==> config.mk <==
export PLATFORM = sky130hd
export DESIGN_NAME = encoder4_2_rr_flat
export DESIGN_NICKNAME = d
export VERILOG_FILES = /design/src/rtl/encoder4_2_rr_pkg.sv /design/src/rtl/encoder4_2_rr_if.sv /design/src/rtl/encoder4_2_rr_rr_pick.sv /design/src/rtl/encoder4_2_rr.sv /design/src/flat_wrapper.sv
export SDC_FILE = /design/constraint.sdc
export NUM_CORES = 1
export LEC_CHECK = 0
export ABC_AREA = 0
export CAP_MARGIN = 5
export CORE_MARGIN = 2
export CORE_UTILIZATION = 52
export DETAILED_ROUTE_END_ITERATION = 6
export PLACE_DENSITY = 0.78
export SLEW_MARGIN = 0
export SYNTH_ARGS = -nofsm -noshare
export SYNTH_HDL_FRONTEND = slang
export SYNTH_SLANG_ARGS = --single-unit
==> constraint.sdc <==
create_clock -name clk -period 3.2 [get_ports clk]
set_clock_uncertainty 0.1 [all_clocks]
set_input_delay 0.32 -clock clk [delete_from_list [all_inputs] [get_ports clk]]
set_output_delay 0.32 -clock clk [all_outputs]
set_load 0.02 [all_outputs]
==> src/rtl/encoder4_2_rr_pkg.sv <==
// Shared constants and types for the round-robin 4-to-2 encoder.
//   N    : number of request lines
//   IDXW : encoded index width, clog2(N)
package encoder_pkg;

    localparam int unsigned N    = 4;
    localparam int unsigned IDXW = 2;

    typedef logic [IDXW-1:0] idx_t;
    typedef logic [N-1:0]    req_t;

endpackage : encoder_pkg

==> src/rtl/encoder4_2_rr_if.sv <==
// Valid/ready index channel from the encoder to its consumer.
//   out_valid : out_idx holds a valid encoded index (producer -> consumer)
//   out_idx   : granted request index             (producer -> consumer)
//   out_ready : consumer accepts when out_valid && out_ready
interface encoder4_2_rr_if;
    import encoder_pkg::*;

    logic out_valid;
    idx_t out_idx;
    logic out_ready;

    modport master (
        output out_valid,
        output out_idx,
        input  out_ready
    );

    modport slave (
        input  out_valid,
        input  out_idx,
        output out_ready
    );

endinterface : encoder4_2_rr_if

==> src/rtl/encoder4_2_rr_rr_pick.sv <==
// Combinational round-robin picker: first set bit of pending scanning
// ptr, ptr+1, ... wrapping modulo N.
//   pending   : pending request bits
//   ptr       : highest-priority position for this scan
//   sel_valid : any bit pending
//   sel_idx   : chosen bit index (don't care when sel_valid is low)
module rr_pick
    import encoder_pkg::*;
(
    input  req_t pending,
    input  idx_t ptr,
    output logic sel_valid,
    output idx_t sel_idx
);

    logic [2*N-1:0] dbl;
    req_t           rot;
    idx_t           offset;

    // Rotate so ptr lands at bit 0, pick lowest set bit, rotate the index back.
    always_comb begin
        dbl    = {pending, pending};
        rot    = dbl[ptr +: N];
        offset = '0;
        for (int i = N - 1; i >= 0; i--) begin
            if (rot[i]) begin
                offset = IDXW'(i);
            end
        end
        // N is a power of two, so the IDXW-bit add wraps modulo N.
        sel_idx   = offset + ptr;
        sel_valid = |pending;
    end

endmodule : rr_pick

==> src/rtl/encoder4_2_rr.sv <==
// Sequential 4-to-2 encoder with round-robin priority. Request lines are
// accumulated into a pending register and issued one index per transfer.
//   clk, rst_n  : clock, async active-low reset
//   req         : request lines, level or pulse, sampled every edge
//   bus         : valid/ready index output channel (master side)
//   any_pending : pending register non-zero (registered)
//   dropped     : one-cycle pulse, a request merged into an already-pending bit
module encoder4_2_rr
    import encoder_pkg::*;
(
    input  logic                   clk,
    input  logic                   rst_n,
    input  req_t                   req,
    encoder4_2_rr_if.master        bus,
    output logic                   any_pending,
    output logic                   dropped
);

    req_t pending;
    idx_t ptr;
    logic out_valid;
    idx_t out_idx;

    logic sel_valid_c;
    idx_t sel_idx_c;
    logic load_c;
    logic issue_c;
    req_t clr_mask_c;
    req_t next_pending_c;

    rr_pick u_rr_pick (
        .pending   (pending),
        .ptr       (ptr),
        .sel_valid (sel_valid_c),
        .sel_idx   (sel_idx_c)
    );

    // Output register may load when empty or being consumed this cycle.
    always_comb begin
        load_c         = !out_valid || bus.out_ready;
        issue_c        = load_c && sel_valid_c;
        clr_mask_c     = issue_c ? (req_t'(1) << sel_idx_c) : '0;
        // New requests override the clear of the bit being issued.
        next_pending_c = (pending & ~clr_mask_c) | req;
    end

    // Pending, pointer, output channel and status flags.
    always_ff @(posedge clk or negedge rst_n) begin
        if (!rst_n) begin
            pending     <= '0;
            ptr         <= '0;
            out_valid   <= 1'b0;
            out_idx     <= '0;
            any_pending <= 1'b0;
            dropped     <= 1'b0;
        end else begin
            pending     <= next_pending_c;
            any_pending <= |next_pending_c;
            dropped     <= |(req & pending & ~clr_mask_c);
            if (load_c) begin
                out_valid <= sel_valid_c;
                if (sel_valid_c) begin
                    out_idx <= sel_idx_c;
                    ptr     <= sel_idx_c + IDXW'(1);
                end
            end
        end
    end

    assign bus.out_valid = out_valid;
    assign bus.out_idx   = out_idx;

endmodule : encoder4_2_rr

==> src/flat_wrapper.sv <==
// flat-port wrapper written by rule: the top's interface ports become plain ports
module encoder4_2_rr_flat import encoder_pkg::*;
  (clk, rst_n, req, any_pending, dropped, bus_out_valid, bus_out_idx, bus_out_ready);
  encoder4_2_rr_if bus_i ();
  input  logic clk;
  input  logic rst_n;
  input  req_t req;
  output logic any_pending;
  output logic dropped;
  output wire logic [$bits(bus_i.out_valid)-1:0] bus_out_valid;
  output wire logic [$bits(bus_i.out_idx)-1:0] bus_out_idx;
  input wire logic [$bits(bus_i.out_ready)-1:0] bus_out_ready;
  assign bus_out_valid = bus_i.out_valid;
  assign bus_out_idx = bus_i.out_idx;
  assign bus_i.out_ready = bus_out_ready;
  encoder4_2_rr u_core (.clk(clk), .rst_n(rst_n), .req(req), .bus(bus_i), .any_pending(any_pending), .dropped(dropped));
endmodule
Word level (Yosys, flattened, before mapping) --
Index checks and enable logic that the tools add are counted.
Word-level totals: register bits after elaboration 11, input port bits 7
Cells by class: $add $sub $neg 2, shift operators 2, mux-type cells 5, bitwise gates (word level) 5, reductions and logical operators 7
Operators with widths (count):
- $and 4x4->4 | 3
- $reduce_or 4->1 | 3
- $mux 2 | 4
- $shiftx 8x3->4 | 1
- $mux 4 | 1
- $not 4->4 | 1
- $or 4x4->4 | 1
- $shl 1x2->4 const A | 1
- $add 2x1->2 const B | 1
- $add 2x2->2 | 1
- $reduce_and 2->1 | 1
- $logic_and 1x1->1 | 1
- $logic_not 1->1 | 1
- $logic_or 1x1->1 | 1

Depth between registers and ports, before layout --
Gate-level depths: netlist of run 1.
word-level depth 12, mapped depth 11, mapped depth without buffers 10

Modules after synthesis --
Synthesis of run 1 repeated with hierarchy kept, for this count alone.
Unflattened totals: cells, all modules 65, area total of the unflattened synthesis 648.1 sq um
By module, submodules not included:
- encoder4_2_rr | times used 1, cells an instance 43, area an instance 486.7 sq um
- rr_pick | times used 1, cells an instance 22, area an instance 161.4 sq um

Least setup slack after synthesis of run 1 --
Ideal clock, no wire load.
path kind reg2reg, start point reg u_core.pending[0], end point reg u_core.any_pending, library setup time 0.137 ns, data arrival time 2.196 ns, slack 0.767 ns, stages on the path, launching flop included 11, buffers on the path 1, cell sequence dfrtp_1 > buf_2 > nor2_1 > nor3_1 > a21oi_1 > o211ai_1 > ha_1 > nand2b_2 > nand2b_1 > a2111oi_2 > nand4b_1
Between the ends: word-level cells in the longest chain between the ends 12, elaborated cells between the ends (all ways) 14, those cells by class add/sub: 1; shift: 2; mux: 5; bitwise: 3; reduce/logical: 3
RTL lines:
- from (decl) | RTL line encoder4_2_rr.sv:19 | req_t pending;
- from (signal assigned) | RTL line encoder4_2_rr.sv:57 | pending <= next_pending_c;
- $shiftx 8x3->4 (*) | RTL line encoder4_2_rr_rr_pick.sv:23 | rot = dbl[ptr +: N];
- $mux 2 (3 in a row) | RTL line encoder4_2_rr_rr_pick.sv:26 | if (rot[i]) begin
- $mux 2 (*) | RTL line encoder4_2_rr_rr_pick.sv:26
- $add 2x2->2 (*) | RTL line encoder4_2_rr_rr_pick.sv:31 | sel_idx = offset + ptr;
- net u_core.sel_idx_c[0] | RTL line encoder4_2_rr.sv:25 | idx_t sel_idx_c;
- $shl 1x2->4 (*) | RTL line encoder4_2_rr.sv:42 | clr_mask_c = issue_c ? (req_t'(1) << sel_idx_c) : '0;
- $mux 4 (*) | RTL line encoder4_2_rr.sv:42
- $not 4->4 (*) | RTL line encoder4_2_rr.sv:44 | next_pending_c = (pending & ~clr_mask_c) | req;
- $and 4x4->4 (*) | RTL line encoder4_2_rr.sv:44
- $or 4x4->4 (*) | RTL line encoder4_2_rr.sv:44
- $reduce_or 4->1 (*) | RTL line encoder4_2_rr.sv:58 | any_pending <= |next_pending_c;
- to (signal assigned) | RTL line encoder4_2_rr.sv:58
- to (decl) | RTL line encoder4_2_rr.sv:15 | output logic any_pending,
The timed path passes the listed nets; every way through them passes the cells marked *. A chain may end at the register's enable or synchronous reset.

Worst setup path in the final report of run 1 --
Ends and elaborated chain as after synthesis.

==> results.py, run 1 <==
metrics = {
    "outcome": {
        "outcome": "completed",
    },
    "placed_design": {
        "place_hpwl_um": 1170,
        "place.gp.congestion": 0.770,
        "io_buffers": 11,
        "dp_cells": 103,
    },
    "setup_path": {
        "crit_start": "u_core.pending[0]$_DFF_PN0_",
        "r2r_cells": 9,
        "crit_family": "simple AND/OR/NAND/NOR gates",
        "critPathBufInv": 0,
        "crit_type": "reg2reg",
        "crit_required_ns": 3.22,
        "cp_slowest_cell": "dfrtp_1",
        "max_stage_delay_ns": 0.51,
        "cp_cell_sequence": "nor2_1, nor3_1, a21oi_1, o211ai_1, ha_1, nand2b_2, nand2b_1, a2111oi_2, nand4b_1",
        "cp-start-kind": "flip-flop",
        "worst-path-max-fanout": 10,
        "crit_arrival_ns": 2.69,
        "r2r-start": "u_core.pending[0]$_DFF_PN0_",
        "r2r_slack_ns": 0.53,
        "rr_endpoint": "u_core.any_pending$_DFF_PN0_",
        "endpoint_kind": "flip-flop",
    },
    "drt": {
        "drt_iter0_markers": 6,
        "viasPerCell": 5.64,
        "drc": 0,
        "wl_per_cell_um": 13.4,
        "first_pass_iters": 4,
        "routed_wl_um": 1440,
        "vias": 604,
        "antenna_left": 0,
    },
    "clock_network": {
        "cts_buffers": 3,
        "postCtsSetupRepairBufs": 0,
        "post_cts_resize_count": 0,
        "clock-root-buffer": "clkbuf_4",
        "htreeDepth": 1,
        "clockBufferDepth": 2,
        "ctsHoldBuffers": 0,
        "cts.sinks": 11,
        "tritoncts": "built",
        "clk_pin_slew_worst_paths_ns": 0.07,
        "clock_latency_ns": 0.25,
    },
    "floorplanning": {
        "fp.dieW_um": 43.9,
        "fp.dieH_um": 43.9,
        "start_util_pct": 55.0,
        "core_um2": 1510,
        "placementRows": 14,
        "dieArea_um2": 1930,
        "ioPinCount": 12,
    },
    "yosys": {
        "synth-seq-area-share_pct": 33.2,
        "synth_xor_area_share_pct": 6.34,
        "ys_ff_latch": 11,
        "synth-edff-count": 0,
        "syn_avg_cell_area_um2": 10.4,
        "synthAdderAreaFrac_pct": 1.51,
        "synth.most_common_cell": "dfrtp_1",
        "synth_cells": 80,
        "ys.flop_type": "dfrtp_1",
        "syn_area_um2": 828,
        "async_reset_ff_share_pct": 100,
        "synth_top_area_share_pct": 33.2,
        "yosys-mux-area-fraction_pct": 1.81,
        "yosys.cell_types.count": 44,
        "yosysTopAreaCell": "dfrtp_1",
        "synthTopCellsByCount": "dfrtp_1, nand2_1, xnor2_1, inv_1",
        "syn_nets": 88,
        "synth_top_family_by_area": "simple AND/OR/NAND/NOR gates",
        "yosys.area_share.simple_pct": 26.9,
        "ys_warn_count": 0,
        "synth_compound_area_share_pct": 24.6,
        "synth_area_leaders": "dfrtp_1, xnor2_1, nor3b_2",
    },
    "sta": {
        "tns_ns": 0,
        "finalHoldViolations": 0,
        "period_share_pct": 83.4,
        "min_period_ns": 2.67,
        "slew_violations": 0,
        "setup_viol": 0,
        "rsz0062_at_grt": "no",
        "whs_ns": 0.291,
        "fmax_mhz": 374,
        "worst_slew_pin_slew_ns": 0.482,
        "relSlewSlack_pct": 67.7,
    },
    "cells_and_area": {
        "nNetsFinal": 100,
        "antenna_cells": 0,
        "drive_above_1_share_pct": 20.9,
        "instances_no_fill": 107,
        "fin_util_pct": 63.3,
        "syn_to_final_growth_pct": 15.1,
    },
    "power_and_ir_drop": {
        "ir_drop_mv": 0.661,
        "power.density_nw_per_um2": 1010,
        "leakagePower_nw": 0.347,
        "total_power_w": 0.000965,
    },
    "global_route": {
        "grt.overflow.total": 0,
        "first_global_vias": 552,
        "antenna_found_initial": 0,
        "grt_usage_pct": 16.8,
        "grt_pass1_wl_um": 2470,
        "grt_max_degree": 13,
    },
    "job": {
        "drv_cap": 0,
    },
    "hold_path": {
        "worstHoldPathType": "in2async",
    },
}
[logic make-up (layout without fill, tap and decap cells)]
family,Yosys count,after routing
AOI/OAI and AO/OA,19,19
xor gates and xnor gates,6,6
adders and majority gates,1,1
buffers and inverters,8,19
DFF,11,11
muxes,1,1
and+or+nand+nor,34,34
[sequential cells by signal, indices dropped and copies added, names as in the netlist]
signal / flops
u_core.pending: 4
u_core.bus.out_idx: 2
u_core.ptr: 2
u_core.any_pending: 1
u_core.bus.out_valid: 1
u_core.dropped: 1
[metrics by stage]
stage | instance area (um2) | setup WS, ns
final | 953 | 0.530
after global routing | 953 | 0.304
after CTS | 953 | 0.530
after detailed placement | 927 | 0.539
after global placement | 927 | 0.600
after floorplan | 828 | 0.767
[layout make-up]
class	count	area, um2
Fill cell	121	553
Multi-Input combinational cell	61	507
Sequential cell	11	275
Timing Repair Buffer	11	110
Clock buffer	4	26.3
Tap cell	16	20.0
Inverter	4	15.0
[worst max path at each step]
stage / to / slack (ns) / depth (start not counted)
floorplan: u_core.any_pending$_DFF_PN0_ / 0.77 / 10
global placement: u_core.any_pending$_DFF_PN0_ / 0.60 / 9
detailed placement: u_core.any_pending$_DFF_PN0_ / 0.54 / 9
CTS: u_core.any_pending$_DFF_PN0_ / 0.53 / 9
global route: u_core.any_pending$_DFF_PN0_ / 0.30 / 9
finish: u_core.any_pending$_DFF_PN0_ / 0.53 / 9
[placed cells by master, fill, tap and decap left out, types with 3 or more instances in the layout]
cell type,n
inv_1,4
a21oi_1,3
xnor2_1,5
nor3b_2,3
dfrtp_1,11
clkdlybuf4s50_1,11
clkbuf_4,3
nand2b_1,3
nand2_1,9
nor2_1,3
nor3_1,3
[metal layers]
layer	part of all wire, %	track usage, %	vias up
li1	-	-	311
met1	49	23.2	288
met2	50	28.8	5
met3	1.3	2.50	0
met4	0	1.82	0
met5	0	0	-
[worst reg2reg max path, stage by stage, from the launching register on]
cell       delay [ns]
dfrtp_1          0.51
nor2_1           0.29
nor3_1           0.08
a21oi_1          0.15
o211ai_1         0.10
ha_1             0.35
nand2b_2         0.25
nand2b_1         0.20
a2111oi_2        0.37
nand4b_1         0.14
[power by group]
part / switching (W) / internal, W
logic: 0.000280 / 0.000286
registers: 0.000114 / 0.000196
clock network: 0.0000410 / 0.0000480
total: 0.000435 / 0.000530
(Power assumes the default switching activity.)
==> inputs of run 2 (changes only) <==
clock period = 2.5 ns   (was 3.2 ns; I/O delays follow)
==> results.py, run 2 (synthesis gave the netlist of run 1 again) <==
metrics = {
    "outcome": {
        "outcome": "completed",
    },
    "power_and_ir_drop": {
        "total_power_w": 0.00145,
        "ir_drop_mv": 0.870,
        "power.density_nw_per_um2": 1320,
        "leakagePower_nw": 0.404,
    },
    "floorplanning": {
        "ioPinCount": 12,
        "core_um2": 1510,
        "fp.dieW_um": 43.9,
        "start_util_pct": 55.0,
        "fp.dieH_um": 43.9,
        "placementRows": 14,
        "dieArea_um2": 1930,
    },
    "clock_network": {
        "clock-root-buffer": "clkbuf_4",
        "clk_pin_slew_worst_paths_ns": 0.06,
        "cts.sinks": 11,
        "ctsHoldBuffers": 0,
        "tritoncts": "built",
        "htreeDepth": 1,
        "cts_buffers": 3,
        "clockBufferDepth": 2,
        "clock_latency_ns": 0.26,
    },
    "cells_and_area": {
        "stdcell_area_um2": 1100,
        "largest_register_ffs": 4,
        "drive_above_1_share_pct": 38.2,
        "top_register": "u_core.pending",
        "antenna_cells": 0,
        "syn_to_final_growth_pct": 32.3,
        "final_cell_mix": "clkdlybuf4s50_1, buf_4, nand2_1",
        "nNetsFinal": 111,
        "reg_top3": "u_core.pending x4, u_core.bus.out_idx x2, u_core.ptr x2",
        "fin_util_pct": 72.8,
    },
    "sta": {
        "setup_viol": 0,
        "period_share_pct": 97.2,
        "min_period_ns": 2.43,
        "whs_ns": 0.218,
        "tns_ns": 0,
        "slew_violations": 0,
        "worst_slew_pin_slew_ns": 0.492,
        "fmax_mhz": 411,
        "rsz0062_at_grt": "yes",
        "finalHoldViolations": 0,
        "relSlewSlack_pct": 67.1,
    },
    "setup_path": {
        "rr_endpoint": "u_core.any_pending$_DFF_PN0_",
        "crit_required_ns": 2.53,
        "worst-path-max-fanout": 5,
        "worstSetupEndpoint": "u_core.any_pending$_DFF_PN0_",
        "crit_arrival_ns": 2.46,
        "r2r-start": "u_core.pending[2]$_DFF_PN0_",
        "endpoint_kind": "flip-flop",
        "cp-start-kind": "flip-flop",
        "cp_cell_sequence": "or2b_1, o22ai_1, nand2_1, o211ai_1, ha_2, nand2b_2, a2111oi_1, a311oi_1, nand4b_1",
        "crit_type": "reg2reg",
        "cp_slowest_cell": "dfrtp_2",
        "r2r_cells": 9,
        "r2r_slack_ns": 0.07,
        "max_stage_delay_ns": 0.44,
        "crit_start": "u_core.pending[2]$_DFF_PN0_",
        "cp.depth": 9,
        "critPathBufInv": 0,
        "crit_family": "simple AND/OR/NAND/NOR gates",
    },
    "placed_design": {
        "io_buffers": 11,
        "place_area_um2": 1000,
        "place.gp.congestion": 0.739,
        "place_hpwl_um": 1300,
    },
    "global_route": {
        "grt.overflow.total": 0,
        "grt_pass1_wl_um": 2920,
        "antenna_found_initial": 0,
        "first_global_vias": 684,
        "grt_usage_pct": 20.7,
        "grt_max_degree": 12,
    },
    "drt": {
        "first_pass_iters": 4,
        "vias": 682,
        "routed_wl_um": 1720,
        "viasPerCell": 5.78,
        "drt_iter0_markers": 9,
        "antenna_left": 0,
        "drc": 0,
        "wl_per_cell_um": 14.6,
    },
    "job": {
        "drv_cap": 0,
    },
    "hold_path": {
        "worstHoldPathType": "in2async",
    },
}
-- run 2: changes by cell type in the layout (fill, tap and decap cells not counted), sizes merged --
cell	previous run	this run
buf	0	11
-- run 2: worst min-delay path by stage --
stage	slack, ns	depth (start not counted)	end
2_1_floorplan	-0.15	0	u_core.any_pending$_DFF_PN0_
3_3_place_gp	0.41	2	u_core.bus.out_valid$_DFFE_PN0P_
3_5_place_dp	0.42	2	u_core.bus.out_valid$_DFFE_PN0P_
4_1_cts	0.23	1	u_core.pending[2]$_DFF_PN0_
5_1_grt	0.25	1	u_core.ptr[1]$_DFFE_PN0P_
6_report	0.22	1	u_core.dropped$_DFF_PN0_
-- run 2: per-stage QoR --
step | setup WS [ns] | cells
2_1_floorplan | 0.0673 | 80
3_3_place_gp | 0.145 | 113
3_5_place_dp | 0.0565 | 113
4_1_cts | 0.0340 | 117
5_1_grt | -0.0267 | 118
6_report | 0.0697 | 118
-- run 2: final cells by class --
cell class              count  area [um2]
multi-input cells          61         563
fillers                   105         410
flip-flops and latches     11         279
repair buffers             22         193
clock buffers               4        26.3
well taps                  16        20.0
inverters                   4        15.0
-- run 2: what timing repair did --
item	4_1_cts	5_1_grt
buffers inserted	0	1
setup endpoints to repair	0	3
gates resized for setup	0	12
-- run 2: report_power, final --
part | total [W] | internal [W] | leakage (nW) | switching [W]
Combinational | 0.000977 | 0.000495 | 0.280 | 0.000483
Sequential | 0.000355 | 0.000257 | 0.109 | 0.0000975
Clock | 0.000115 | 0.0000617 | 0.0150 | 0.0000532
Total | 0.00145 | 0.000814 | 0.404 | 0.000633
-- run 2: routing by layer --
| metal | up-vias | routed length, um | track usage [%] |
|---|---|---|---|
| li1 | 332 | - | - |
| met1 | 330 | 747 | 24.7 |
| met2 | 17 | 886 | 36.5 |
| met3 | 3 | 63 | 2.92 |
| met4 | 0 | 22 | 9.09 |
| met5 | - | 0 | 0 |
